$ cat config.mk
export PLATFORM = sky130hd
export DESIGN_NAME = pixel_ctrl
export DESIGN_NICKNAME = d
export VERILOG_FILES = /design/src/rtl/pixel_ctrl.sv
export SDC_FILE = /design/constraint.sdc
export NUM_CORES = 1
export LEC_CHECK = 0
export CORE_AREA = 4 4 83 85
export CTS_CLUSTER_DIAMETER = 150
export CTS_CLUSTER_SIZE = 10
export DETAILED_ROUTE_END_ITERATION = 10
export DIE_AREA = 0 0 87 89
export GPL_ROUTABILITY_DRIVEN = 1
export PLACE_DENSITY = 0.7
export SYNTH_ARGS = -nofsm -noshare
export SYNTH_HDL_FRONTEND = slang
export SYNTH_SLANG_ARGS = --single-unit
$ cat constraint.sdc
create_clock -name clk -period 2.9 [get_ports clk]
set_input_delay 0.58 -clock clk [delete_from_list [all_inputs] [get_ports clk]]
set_output_delay 0.58 -clock clk [all_outputs]
set_load 0.05 [all_outputs]
$ cat src/rtl/pixel_ctrl.sv
// Pixel-array sequencer: erase/expose/convert/read phases, then a four-pixel
// valid/ready stream from a capture buffer, one frame per START or back-to-back.
module pixel_ctrl #(
  parameter int unsigned C_ERASE   = 5,
  parameter int unsigned C_EXPOSE  = 255,
  parameter int unsigned C_CONVERT = 255,
  parameter int unsigned C_READ    = 5
) (
  input  logic       clk,
  input  logic       reset,
  input  logic       START,
  input  logic       CONTINUOUS,
  output logic       ERASE,
  output logic       EXPOSE,
  output logic       CONVERT,
  output logic       READ1,
  output logic       READ2,
  input  logic [7:0] DATA1,
  input  logic [7:0] DATA2,
  input  logic [7:0] DATA3,
  input  logic [7:0] DATA4,
  output logic [7:0] PIX_DATA,
  output logic [1:0] PIX_INDEX,
  output logic       PIX_VALID,
  input  logic       PIX_READY,
  output logic       FRAME_DONE,
  output logic       BUSY
);

  typedef enum logic [2:0] {
    S_IDLE, S_ERASE, S_EXPOSE, S_CONVERT, S_READ1, S_READ2, S_STREAM
  } state_t;

  // Counter holds "cycles remaining after this one", so a phase of N loads N-1.
  localparam logic [7:0] L_ERASE   = 8'(C_ERASE - 1);
  localparam logic [7:0] L_EXPOSE  = 8'(C_EXPOSE - 1);
  localparam logic [7:0] L_CONVERT = 8'(C_CONVERT - 1);
  localparam logic [7:0] L_READ    = 8'(C_READ - 1);

  state_t     r_state, w_next;
  logic [7:0] r_cnt, w_cnt_load;
  logic [1:0] r_k;
  logic [7:0] r_buf [4];
  logic [7:0] r_pix_data;
  logic       r_erase, r_expose, r_convert, r_read1, r_read2;
  logic       r_pix_valid, r_busy;
  logic       w_phase_last, w_accept, w_last_pix;

  assign w_phase_last = (r_cnt == 8'd0);
  assign w_accept     = r_pix_valid & PIX_READY;
  assign w_last_pix   = w_accept & (r_k == 2'd3);

  // NOTE: every always_comb output gets a default first so no path leaves it unassigned (no latch).
  always_comb begin
    w_next = r_state;
    case (r_state)
      S_IDLE:    if (START)        w_next = S_ERASE;
      S_ERASE:   if (w_phase_last) w_next = S_EXPOSE;
      S_EXPOSE:  if (w_phase_last) w_next = S_CONVERT;
      S_CONVERT: if (w_phase_last) w_next = S_READ1;
      S_READ1:   if (w_phase_last) w_next = S_READ2;
      S_READ2:   if (w_phase_last) w_next = S_STREAM;
      S_STREAM:  if (w_last_pix)   w_next = CONTINUOUS ? S_ERASE : S_IDLE;
      default:                     w_next = S_IDLE;
    endcase
  end

  always_comb begin
    w_cnt_load = 8'd0;
    case (w_next)
      S_ERASE:          w_cnt_load = L_ERASE;
      S_EXPOSE:         w_cnt_load = L_EXPOSE;
      S_CONVERT:        w_cnt_load = L_CONVERT;
      S_READ1, S_READ2: w_cnt_load = L_READ;
      default:          w_cnt_load = 8'd0;
    endcase
  end

  // NOTE: sequential state uses non-blocking assignments so all flops update from pre-edge values.
  always_ff @(posedge clk) begin
    if (reset) begin
      r_state     <= S_IDLE;
      r_cnt       <= 8'd0;
      r_k         <= 2'd0;
      r_pix_data  <= 8'd0;
      r_pix_valid <= 1'b0;
      r_busy      <= 1'b0;
      r_erase     <= 1'b0;
      r_expose    <= 1'b0;
      r_convert   <= 1'b0;
      r_read1     <= 1'b0;
      r_read2     <= 1'b0;
    end else begin
      r_state <= w_next;
      // No state loops onto itself, so a state change is exactly a state entry.
      if (w_next != r_state)  r_cnt <= w_cnt_load;
      else if (!w_phase_last) r_cnt <= r_cnt - 8'd1;

      // Strobes decode the next state so they are flops aligned with r_state.
      r_erase     <= (w_next == S_ERASE);
      r_expose    <= (w_next == S_EXPOSE);
      r_convert   <= (w_next == S_CONVERT);
      r_read1     <= (w_next == S_READ1);
      r_read2     <= (w_next == S_READ2);
      r_busy      <= (w_next != S_IDLE);
      r_pix_valid <= (w_next == S_STREAM);

      if (w_next != S_STREAM) begin
        r_k        <= 2'd0;
        r_pix_data <= 8'd0;
      end else if (r_state != S_STREAM) begin
        r_pix_data <= r_buf[0];
      end else if (w_accept) begin
        r_k        <= r_k + 2'd1;
        r_pix_data <= r_buf[r_k + 2'd1];
      end
    end
  end

  // NOTE: the capture buffer has no reset; its contents are only observed after a full read sequence.
  always_ff @(posedge clk) begin
    if (!reset && w_phase_last) begin
      if (r_state == S_READ1) begin
        r_buf[0] <= DATA1;
        r_buf[2] <= DATA3;
      end
      if (r_state == S_READ2) begin
        r_buf[1] <= DATA2;
        r_buf[3] <= DATA4;
      end
    end
  end

  assign ERASE     = r_erase;
  assign EXPOSE    = r_expose;
  assign CONVERT   = r_convert;
  assign READ1     = r_read1;
  assign READ2     = r_read2;
  assign BUSY      = r_busy;
  assign PIX_VALID = r_pix_valid;
  assign PIX_DATA  = r_pix_data;
  assign PIX_INDEX = r_k;
  // The completion pulse marks the accepting handshake itself, so it is qualified by PIX_READY.
  assign FRAME_DONE = w_last_pix;

endmodule
==> key figures <==
Power
  – PD cells: 771 nW/um2
  – Peak VDD IR: between 0.0004 and 0.0005 V
  – Tot Pwr: about 2.8 mW
  – P_leak: ~1.2 nW

Floorplan
  – IO Count: 55
  – Die Width: slightly below 90 um
  – DIE HEIGHT: between 80 and 90 um
  – Starting Density: 0.443
  – Die area: between 7000 and 8000 um2
  – Area of the core: just over 6000 um2
  – Row Count: 29

Setup path
  – Cell family with most CP delay: buffers and inverters
  – Max incr delay on CP: around 0.5 ns
  – Critical Path End Type: primary output
  – Setup CP Type: in2out
  – Crit-path max FO: 5
  – Worst EP required: 2.32 ns
  – Crit-path cells: clkdlybuf4s50_1 > nand3_1 > inv_1 > buf_12
  – CP Launch Type: primary input
  – WP data arrival: about 1.7 ns
  – Worst path buffer plus inverter count: 3
  – CP max stage cell: clkdlybuf4s50_1

Clock network
  – CTS Root Buffer Type: clkbuf_8
  – Post-CTS setup buffers: 0
  – Clock slew at reported path FFs: roughly 0.07 ns
  – Cts repair resizes: 0
  – Clock Sinks: 60
  – # H-tree levels: 3
  – CTS tree: yes
  – Hold Buf Count CTS: 0
  – Num CTS Buffers: 9
  – Worst-Skew Late Latency: 0.35 ns
  – CTS max path bufs: 2

Finish
  – Final core occ: 0.577
  – Final #Nets: 317
  – Layout cells sized above 1: 0.201
  – Antenna Cells: 0
  – Fillers: roughly 510
  – Area Growth Syn to Fin: 30.4%

Detailed routing
  – Final antenna-violating net count: 0
  – Detailed Route WL: roughly 6100 um
  – DRC marker count from the first detailed-route iteration: 66
  – Via-to-Cell Ratio: between 5 and 6
  – Routed vias: approximately 2000
  – Wire per inst: ~17 um
  – # DRC: 0
  – DR pass1 iterations: 4

Global routing
  – Grt ovf: 0
  – Total global-route track usage: 0.169
  – Global-route wire length before repair: between 9000 and 10000 um
  – Vias in the first global route: a little under 2000
  – Largest net degree at the start of global routing: 18
  – Initial antenna violation count: 0

Synthesis
  – Syn nets: between 200 and 300
  – Synth unique cells: about 50
  – Synth Warn #: 0
  – Top FF cell, synth: edfxtp_1
  – Synthesized flop and latch total: 60
  – Asr flop ratio synth: 0
  – Syn avg cell area: roughly 13 um2
  – Sequential area share after synthesis: 0.554
  – Mapped Area: between 2000 and 3000 um2
  – EDFF count, synth: 32
  – Mapped Cells: roughly 220

Outcome
  – Outcome: finished, final reports clean

Timing
  – Worst Max-Slew Pin Slew: about 0.70 ns
  – Slew headroom: 0.534
  – Crit path time final: approximately 2.3 ns
  – Setup TNS: 0 ns
  – Achievable Freq: around 440 MHz
  – Final Max Tran Viols: 0
  – Worst hold slack: approximately 0.53 ns
  – Final hold vios: 0
  – RSZ-0062 raised after global routing: false
  – Final setup violation count: 0
  – Tcrit/Tclk final: 0.782
  – Layout Skew: between 0.008 and 0.009 ns
  – Final worst slack: 0.633 ns

Worst hold path
  – Min-delay worst type: reg2reg

Place
  – I/O Buffers: 54
  – Final GP Congestion: between 0.8 and 0.9
  – Place WS: 0.579 ns
  – Post-DP HPWL: 4320 um

Run
  – Max-Cap Viols: 0
## routing by layer
layer | vias to the layer above | GRT usage | wire (um)
li1 | 945 | - | -
met1 | 952 | 0.215 | 2640
met2 | 68 | 0.262 | 2900
met3 | 7 | 0.0535 | 443
met4 | 0 | 0.0836 | 74
met5 | - | 0 | 0
## final timing paths
check | startpoint | endpoint | slack (ns) | cells after the start
hold reg to reg | PIX_DATA[6] | PIX_DATA[6] | 0.53 | 2
setup / recovery | PIX_READY | FRAME_DONE | 0.63 | 4
hold / removal | PIX_DATA[6] | PIX_DATA[6] | 0.53 | 2
setup reg to reg | r_cnt[0] | PIX_DATA[3] | 0.75 | 7
## synth_stat cells (3+ instances only)
cell      instances  area (um2)
buf_6             3        33.8
o21ai_0          11        55.1
nand3_1          11        55.1
buf_2             4        20.0
mux4_2            8         180
edfxtp_1         32         961
inv_1             8        30.0
dfxtp_1          28         561
xor2_1            4        35.0
nand2_1          18        67.6
or3_1             3        18.8
nand2b_1          3        18.8
a311oi_2          7         105
xnor2_1           5        43.8
nor2_1           14        52.6
mux2i_1           3        30.0
nor3_1            5        25.0
a21oi_1           6        30.0
## logic make-up (layout without fill, tap and decap cells)
family                   Yosys count  after routing  synth area share
XOR/XNOR                           9              9            0.0287
multiplexers                      11             11            0.0765
flip-flops                        60             60             0.554
AND/OR/NAND/NOR                   73             73             0.157
AO/OA/AOI/OAI                     42             42             0.130
adder cells (fa/ha/maj)            2              2           0.00911
buffers and inverters             20             86            0.0446
## final cells by class
class,instances,area [um2],area share
inverter,8,30.0,0.00839
timing repair buffer,62,611,0.171
clock inverter,7,76.3,0.0213
clock buffer,9,124,0.0346
sequential,60,1520,0.425
tap,77,96.3,0.0269
multi-input combinational,137,1120,0.313
## registers in the layout (all words and copies together), names as in the netlist
register,flops
READ1,1
PIX_INDEX,2
ERASE,1
r_state,3
PIX_DATA,8
BUSY,1
CONVERT,1
PIX_VALID,1
EXPOSE,1
r_buf,32
r_cnt,8
READ2,1
## worst reg2reg max path: cells and delay by family (launching register included)
kind | cells | cell delay [ns]
AND/OR/NAND/NOR | 2 | 0.76
adder cells (fa/ha/maj) | 1 | 0.33
AO/OA/AOI/OAI | 2 | 0.33
flip-flops | 1 | 0.32
buffers and inverters | 2 | 0.32
## placed cells by master (no fill, tap or decap), types with 3 or more instances in the layout
master / instances
clkbuf_8: 9
mux4_2: 8
o21ai_0: 11
edfxtp_1: 32
nor2_1: 14
inv_1: 8
nand2b_1: 3
nand3_1: 11
clkdlybuf4s50_1: 53
a311oi_2: 7
mux2i_1: 3
nor3_1: 4
dfxtp_1: 28
buf_4: 8
xnor2_1: 5
nand2_1: 18
or3_1: 3
a21oi_1: 6
xor2_1: 4
## power by group
group,internal (mW),total (mW),switching [mW]
clock network,0.400,0.755,0.355
logic,0.400,0.909,0.509
registers,0.971,1.10,0.126
## stage by stage
stage / instance area (um2) / instances
6_report: 3580 / 360
5_1_grt: 3580 / 360
4_1_cts: 3580 / 360
3_5_place_dp: 3380 / 344
3_3_place_gp: 3380 / 344
2_1_floorplan: 2750 / 217
Power figures use the tool's default switching activity.
